## src/rtl/evp_pkg.sv

```systemverilog
// Shared definitions for the EVP evaluate-polynomial child FSM: status codes, state and
// mode encodings, and default widths.
package evp_pkg;

   localparam int unsigned WORD_SIZE    = 16;
   localparam int unsigned N_SLOTS_LOG2 = 3;
   localparam int unsigned MAX_DEG_LOG2 = 5;
   localparam int unsigned ACC_WIDTH    = 2 * WORD_SIZE;
   localparam int unsigned FULL_WIDTH   = 3 * WORD_SIZE;
   localparam int unsigned ADDR_WIDTH   = N_SLOTS_LOG2 + MAX_DEG_LOG2;

   localparam logic [1:0] ST_OK     = 2'b00;
   localparam logic [1:0] ST_OVF    = 2'b01;
   localparam logic [1:0] ST_NOSLOT = 2'b10;

   typedef enum logic [2:0] {
      MODE_GET_COMMAND = 3'd0,
      MODE_STP         = 3'd1,
      MODE_EVP         = 3'd2,
      MODE_EVB         = 3'd3,
      MODE_RST         = 3'd4
   } mode_e;

   typedef enum logic [2:0] {
      StIdle,
      StWaitX,
      StRdTop,
      StLoad,
      StRd,
      StMac,
      StOut,
      StDone
   } evp_state_e;

endpackage

```

## src/rtl/horner_mac.sv

```systemverilog
// One Horner step: acc*x + coef at full precision, wrapped to the accumulator width,
// with a flag when the exact sum does not fit the accumulator.
module horner_mac #(
   parameter int unsigned word_size = 16
) (
   input  logic [2*word_size-1:0] acc,
   input  logic [word_size-1:0]   x,
   input  logic [word_size-1:0]   coef,
   output logic [2*word_size-1:0] sum,
   output logic                   ovf
);

   localparam int unsigned AW = 2 * word_size;
   localparam int unsigned FW = 3 * word_size;

   logic [FW-1:0] acc_ext;
   logic [FW-1:0] x_ext;
   logic [FW-1:0] coef_ext;
   logic [FW-1:0] prod;
   logic [FW-1:0] full;
   logic [word_size:0] top;

   always_comb begin
      acc_ext  = {{word_size{acc[AW-1]}}, acc};
      x_ext    = {{AW{x[word_size-1]}}, x};
      coef_ext = {{AW{coef[word_size-1]}}, coef};
      // Low FW bits of the product are sign-correct because both operands are sign-extended.
      prod     = acc_ext * x_ext;
      full     = prod + coef_ext;
      sum      = full[AW-1:0];
      top      = full[FW-1:AW-1];
      ovf      = !((&top) || !(|top));
   end

endmodule

```

## src/rtl/evp_horner_fsm.sv

```systemverilog
// EVP firing-mode child FSM: pops x, evaluates slot A's polynomial by Horner's rule from the
// coefficient RAM, writes one result/status pair and pulses done.
module evp_horner_fsm
   import evp_pkg::*;
#(
   parameter int unsigned word_size    = 16,
   parameter int unsigned n_slots_log2 = 3,
   parameter int unsigned max_deg_log2 = 5
) (
   input  logic                                 clk,
   input  logic                                 rst,
   input  logic                                 start,
   input  logic [n_slots_log2-1:0]              slot_a,
   input  logic [max_deg_log2-1:0]              slot_n,
   input  logic                                 slot_valid,
   input  logic [word_size-1:0]                 data_in,
   input  logic                                 data_empty,
   output logic                                 rd_in_data,
   output logic [n_slots_log2+max_deg_log2-1:0] coef_addr,
   output logic                                 coef_rd_en,
   input  logic [word_size-1:0]                 coef_data,
   input  logic                                 out_full,
   output logic                                 wr_out,
   output logic [2*word_size-1:0]               result,
   output logic [1:0]                           status,
   output logic                                 busy,
   output logic                                 done
);

   localparam int unsigned AW = 2 * word_size;

   evp_state_e                state_q, state_d;
   logic [n_slots_log2-1:0]   a_q, a_d;
   logic [max_deg_log2-1:0]   n_q, n_d;
   logic [max_deg_log2-1:0]   idx_q, idx_d;
   logic                      valid_q, valid_d;
   logic [word_size-1:0]      x_q, x_d;
   logic [AW-1:0]             acc_q, acc_d;
   logic                      ovf_q, ovf_d;
   logic [AW-1:0]             mac_sum;
   logic                      mac_ovf;

   horner_mac #(
      .word_size(word_size)
   ) u_mac (
      .acc (acc_q),
      .x   (x_q),
      .coef(coef_data),
      .sum (mac_sum),
      .ovf (mac_ovf)
   );

   always_ff @(posedge clk or posedge rst) begin
      if (rst) begin
         state_q <= StIdle;
         a_q     <= '0;
         n_q     <= '0;
         idx_q   <= '0;
         valid_q <= 1'b0;
         x_q     <= '0;
         acc_q   <= '0;
         ovf_q   <= 1'b0;
      end else begin
         state_q <= state_d;
         a_q     <= a_d;
         n_q     <= n_d;
         idx_q   <= idx_d;
         valid_q <= valid_d;
         x_q     <= x_d;
         acc_q   <= acc_d;
         ovf_q   <= ovf_d;
      end
   end

   always_comb begin
      state_d    = state_q;
      a_d        = a_q;
      n_d        = n_q;
      idx_d      = idx_q;
      valid_d    = valid_q;
      x_d        = x_q;
      acc_d      = acc_q;
      ovf_d      = ovf_q;
      rd_in_data = 1'b0;
      coef_rd_en = 1'b0;
      coef_addr  = '0;
      wr_out     = 1'b0;
      result     = '0;
      status     = ST_OK;
      busy       = (state_q != StIdle);
      done       = 1'b0;

      case (state_q)
         StIdle: begin
            if (start) begin
               a_d     = slot_a;
               n_d     = slot_n;
               valid_d = slot_valid;
               state_d = StWaitX;
            end
         end
         StWaitX: begin
            if (!data_empty) begin
               rd_in_data = 1'b1;
               x_d        = data_in;
               if (!valid_q) begin
                  // Unprogrammed slot: report zero without touching the RAM.
                  acc_d   = '0;
                  ovf_d   = 1'b0;
                  state_d = StOut;
               end else begin
                  state_d = StRdTop;
               end
            end
         end
         StRdTop: begin
            coef_rd_en = 1'b1;
            coef_addr  = {a_q, n_q};
            idx_d      = n_q;
            state_d    = StLoad;
         end
         StLoad: begin
            acc_d = {{word_size{coef_data[word_size-1]}}, coef_data};
            ovf_d = 1'b0;
            if (idx_q == '0) begin
               state_d = StOut;
            end else begin
               idx_d   = idx_q - 1'b1;
               state_d = StRd;
            end
         end
         StRd: begin
            coef_rd_en = 1'b1;
            coef_addr  = {a_q, idx_q};
            state_d    = StMac;
         end
         StMac: begin
            acc_d = mac_sum;
            ovf_d = ovf_q | mac_ovf;
            if (idx_q == '0) begin
               state_d = StOut;
            end else begin
               idx_d   = idx_q - 1'b1;
               state_d = StRd;
            end
         end
         StOut: begin
            result = acc_q;
            status = !valid_q ? ST_NOSLOT : (ovf_q ? ST_OVF : ST_OK);
            if (!out_full) begin
               wr_out  = 1'b1;
               state_d = StDone;
            end
         end
         StDone: begin
            done    = 1'b1;
            state_d = StIdle;
         end
         default: state_d = StIdle;
      endcase
   end

endmodule

```

## config.mk

```make
export PLATFORM = sky130hd
export DESIGN_NAME = evp_horner_fsm
export DESIGN_NICKNAME = d
export VERILOG_FILES = /design/src/rtl/evp_pkg.sv /design/src/rtl/horner_mac.sv /design/src/rtl/evp_horner_fsm.sv
export SDC_FILE = /design/constraint.sdc
export NUM_CORES = 2
export LEC_CHECK = 0
export CAP_MARGIN = 20
export CORE_MARGIN = 8
export CORE_UTILIZATION = 30
export CTS_BUF_LIST = sky130_fd_sc_hd__clkbuf_8 sky130_fd_sc_hd__clkbuf_16
export DETAILED_ROUTE_END_ITERATION = 6
export SYNTH_ARGS = -nofsm -noshare
export SYNTH_HDL_FRONTEND = slang
export SYNTH_SLANG_ARGS = --single-unit
```

## constraint.sdc

```tcl
create_clock -name clk -period 8.4 [get_ports clk]
set_clock_uncertainty 0.15 [all_clocks]
set_input_delay 1.26 -clock clk [delete_from_list [all_inputs] [get_ports clk]]
set_output_delay 1.26 -clock clk [all_outputs]
set_load 0.01 [all_outputs]
```

==> key figures <==
Run status
  – Status: finished, final reports clean

Synth
  – Cell Area, Synth: between 20000 and 25000 µm²
  – Share of the synthesized area in the top cell type: approximately 47%
  – Post-synthesis register bit count: 66
  – Yosys warns: 0
  – Post-Syn Instances: 2427
  – EDFF count, synth: 0
  – Synth area leader: fa_1
  – Predominant post-synthesis flop cell: dfrtp_1
  – Synth top area cells: fa_1, inv_1, and2_1, dfrtp_1, ha_1
  – Ys async rst share: 100.0%
  – Syn nets: 3110
  – Synth unique cells: 74
  – Avg Inst Size Synth: ~9.1 µm²
  – Post-synthesis sequential area ratio: under 10%

Setup path
  – Crit path largest cell delay: between 1000 and 1500 ps
  – Crit Reg-Reg Startpoint: x_q[3]
  – CP endpoint kind: flip-flop
  – R2r endpoint: ovf_q
  – FF-to-FF setup slack: roughly 570 ps
  – Most frequent cell on the critical path: fa_1
  – CP startpoint kind: flip-flop
  – CP max FO: 21
  – Worst path cell trace: buf_4 -> nand2_1 -> fa_1 -> fa_1 -> fa_1 -> inv_1 -> fa_1 -> fa_1 -> inv_1 -> fa_1 -> inv_1 -> ha_1 -> nand4_1 -> or3_4 -> nor3_2 -> o21ai_1 -> a21oi_1 -> nor2_1 -> xnor2_1 -> nand4_1 -> or4b_1 -> o22ai_1 -> nor2_1
  – Crit Path Class: flip-flop to flip-flop
  – WP buf/inv: 4
  – Cell family with most CP delay: adder cells
  – Critical path arrival: between 7000 and 8000 ps
  – Instance count on the critical path: 23
  – R2R cell count: 23
  – CP Data Required Time: between 8000 and 9000 ps
  – Slowest library cell on the worst path: dfrtp_1

Placement
  – Worst slack, placed: ~290 ps
  – DP HPWL: 47.82 mm
  – GPL Wtd Cong: ~0.9
  – Number of I/O port buffers: just over 90

Timing
  – RSZ-0062 raised after global routing: no
  – Endpoints failing setup: 0
  – Hold violation total from the final report: 0
  – Fin. max-slew vios: 0
  – Total negative slack: 0 ps
  – Worst slew margin: 24.02%
  – Setup ws final: 569.1 ps
  – Worst-margin pin slew: approximately 1100 ps
  – FMAX: roughly 130 MHz
  – Post-layout minimum cycle time: roughly 7800 ps
  – Final period utilization: 93.22%

Cells and area
  – Most frequent cells in the layout: fa_1, inv_1, nand2_1
  – Final net count: between 3000 and 4000
  – Area growth syn-to-layout: 10.62%
  – Share of post-route cells with drive strength above 1: roughly 3.4%
  – Commonest non-fill, non-tap cell in the layout: fa_1

Clock network
  – CTS root buffer: clkbuf_16
  – H-Tree Depth: 3
  – Clk Latency, worst-skew pair: approximately 350 ps
  – CTS max path bufs: 2
  – Cts bufs inserted: 9
  – # hold bufs at CTS: 0
  – Clock sinks: 66
  – Post-CTS sizing: 0
  – CTS tree: built
  – Post-CTS Setup Bufs: 0
  – Reg clk slew, reported paths: approximately 70 ps

Min path
  – Hold EP: a_q[2]
  – Worst hold stages: 1
  – Hold Crit Start: a_q[2]
  – HP Class: flip-flop to flip-flop

Die
  – Top Ports: slightly above 90
  – Starting density of the core: 30.23%
  – Core Footprint: between 70000 and 80000 µm²
  – Chip Width: roughly 290 µm
  – Die height: around 290 µm
  – Die ar.: 82180 µm²
  – Cell Rows: 99

Detailed routing
  – DRT iter0 DRCs: between 800 and 900
  – Post-route ant nets: 0
  – WL final: 58.53 mm
  – Vias after detailed routing: ~16000
  – First-pass iteration count of the detailed router: 5
  – DR WL/cell: 17.13 µm
  – # DRC: 0
  – Via/cell ratio: between 4 and 5

GRT
  – Vias in the first global route: 17500
  – Gr ovfl total: 0
  – Largest net degree at the start of global routing: 67
  – Initial antenna violation count: 1
  – Global-route wire length before repair: 97.37 mm
  – GRT Util Overall: roughly 15%

Flow run
  – Max-Cap Viols: 0
[layout make-up]
type	count	area (µm²)
clock buffer	11	252.7
inverter	506	1901
tap	959	1200
fill	7556	48400
sequential	66	1652
clock inverter	4	51.30
timing repair buffer	132	1266
multi-input combinational	1738	17990
antenna	1	2.502
[registers in the layout (all words and copies together) (netlist names)]
name and cells:
acc_q 32, x_q 16, idx_q 5, n_q 5, a_q 3, state_q 3
ovf_q 1, valid_q 1
[synthesized netlist by cell type, types with 7 or more instances]
cell and number:
nand4_1 10, nand3_1 9, and2_1 269, nor3_1 14
nand2_1 342, nand2b_1 20, o21ai_0 31, o21ai_1 9
ha_1 116, o211ai_1 7, mux2_2 8, dfrtp_1 66
and3_1 11, xor2_1 15, nor2b_1 7, a21o_1 29
clkbuf_1 108, a21oi_1 63, nor2_1 102, inv_1 504
o21bai_1 13, xnor2_1 31, fa_1 521, a22oi_1 11
[metrics by stage]
stage | instance area, µm² | instances | hold slack (ps) | utilization [%]
finish | 24310 | 3417 | 347.1 | 33.44
global route | 24310 | 3416 | 382.0 | 33.43
CTS | 24280 | 3415 | 348.1 | 33.40
detailed placement | 23980 | 3400 | 332.7 | 32.98
global placement | 23980 | 3400 | 311.0 | 32.98
floorplan | 21980 | 2427 | 322.1 | -
[cell families after synthesis]
| group | count (synthesis) | share of synthesized area, % |
|---|---|---|
| compound gates | 221 | 6.786 |
| xor+xnor | 46 | 1.833 |
| fa+ha+maj | 637 | 54.06 |
| buf+inv | 623 | 10.67 |
| flops | 66 | 7.514 |
| mux | 13 | 0.6433 |
| simple gates | 821 | 18.50 |
[worst reg2reg max path: cells and delay by family (launching register included)]
| family | cells | cell delay (ps) |
|---|---|---|
| compound gates | 3 | 650 |
| xor+xnor | 1 | 240 |
| fa+ha+maj | 7 | 3470 |
| buf+inv | 4 | 520 |
| flops | 1 | 1040 |
| simple gates | 8 | 1640 |
[per-layer routing]
layer  vias to the layer above  share of wire, %  track usage, %
met1                      8355                45           19.88
met3                        86               4.6           1.503
met4                         0               2.7           4.323
li1                       7320                 -               -
met5                         -                 0               0
met2                       402                48           24.67
[worst max-delay path by stage]
stage / from / endpoint / slack, ps
after CTS: x_q[3] / ovf_q / 580
after global placement: coef_data[15] / ovf_q / 330
after floorplan: acc_q[31] / ovf_q / 1700
final: x_q[3] / ovf_q / 570
after global routing: x_q[3] / ovf_q / 210
after detailed placement: coef_data[15] / ovf_q / 290
Power is not shown: default switching activity piles up to over one toggle a cycle in this logic, so the estimate is an artifact.
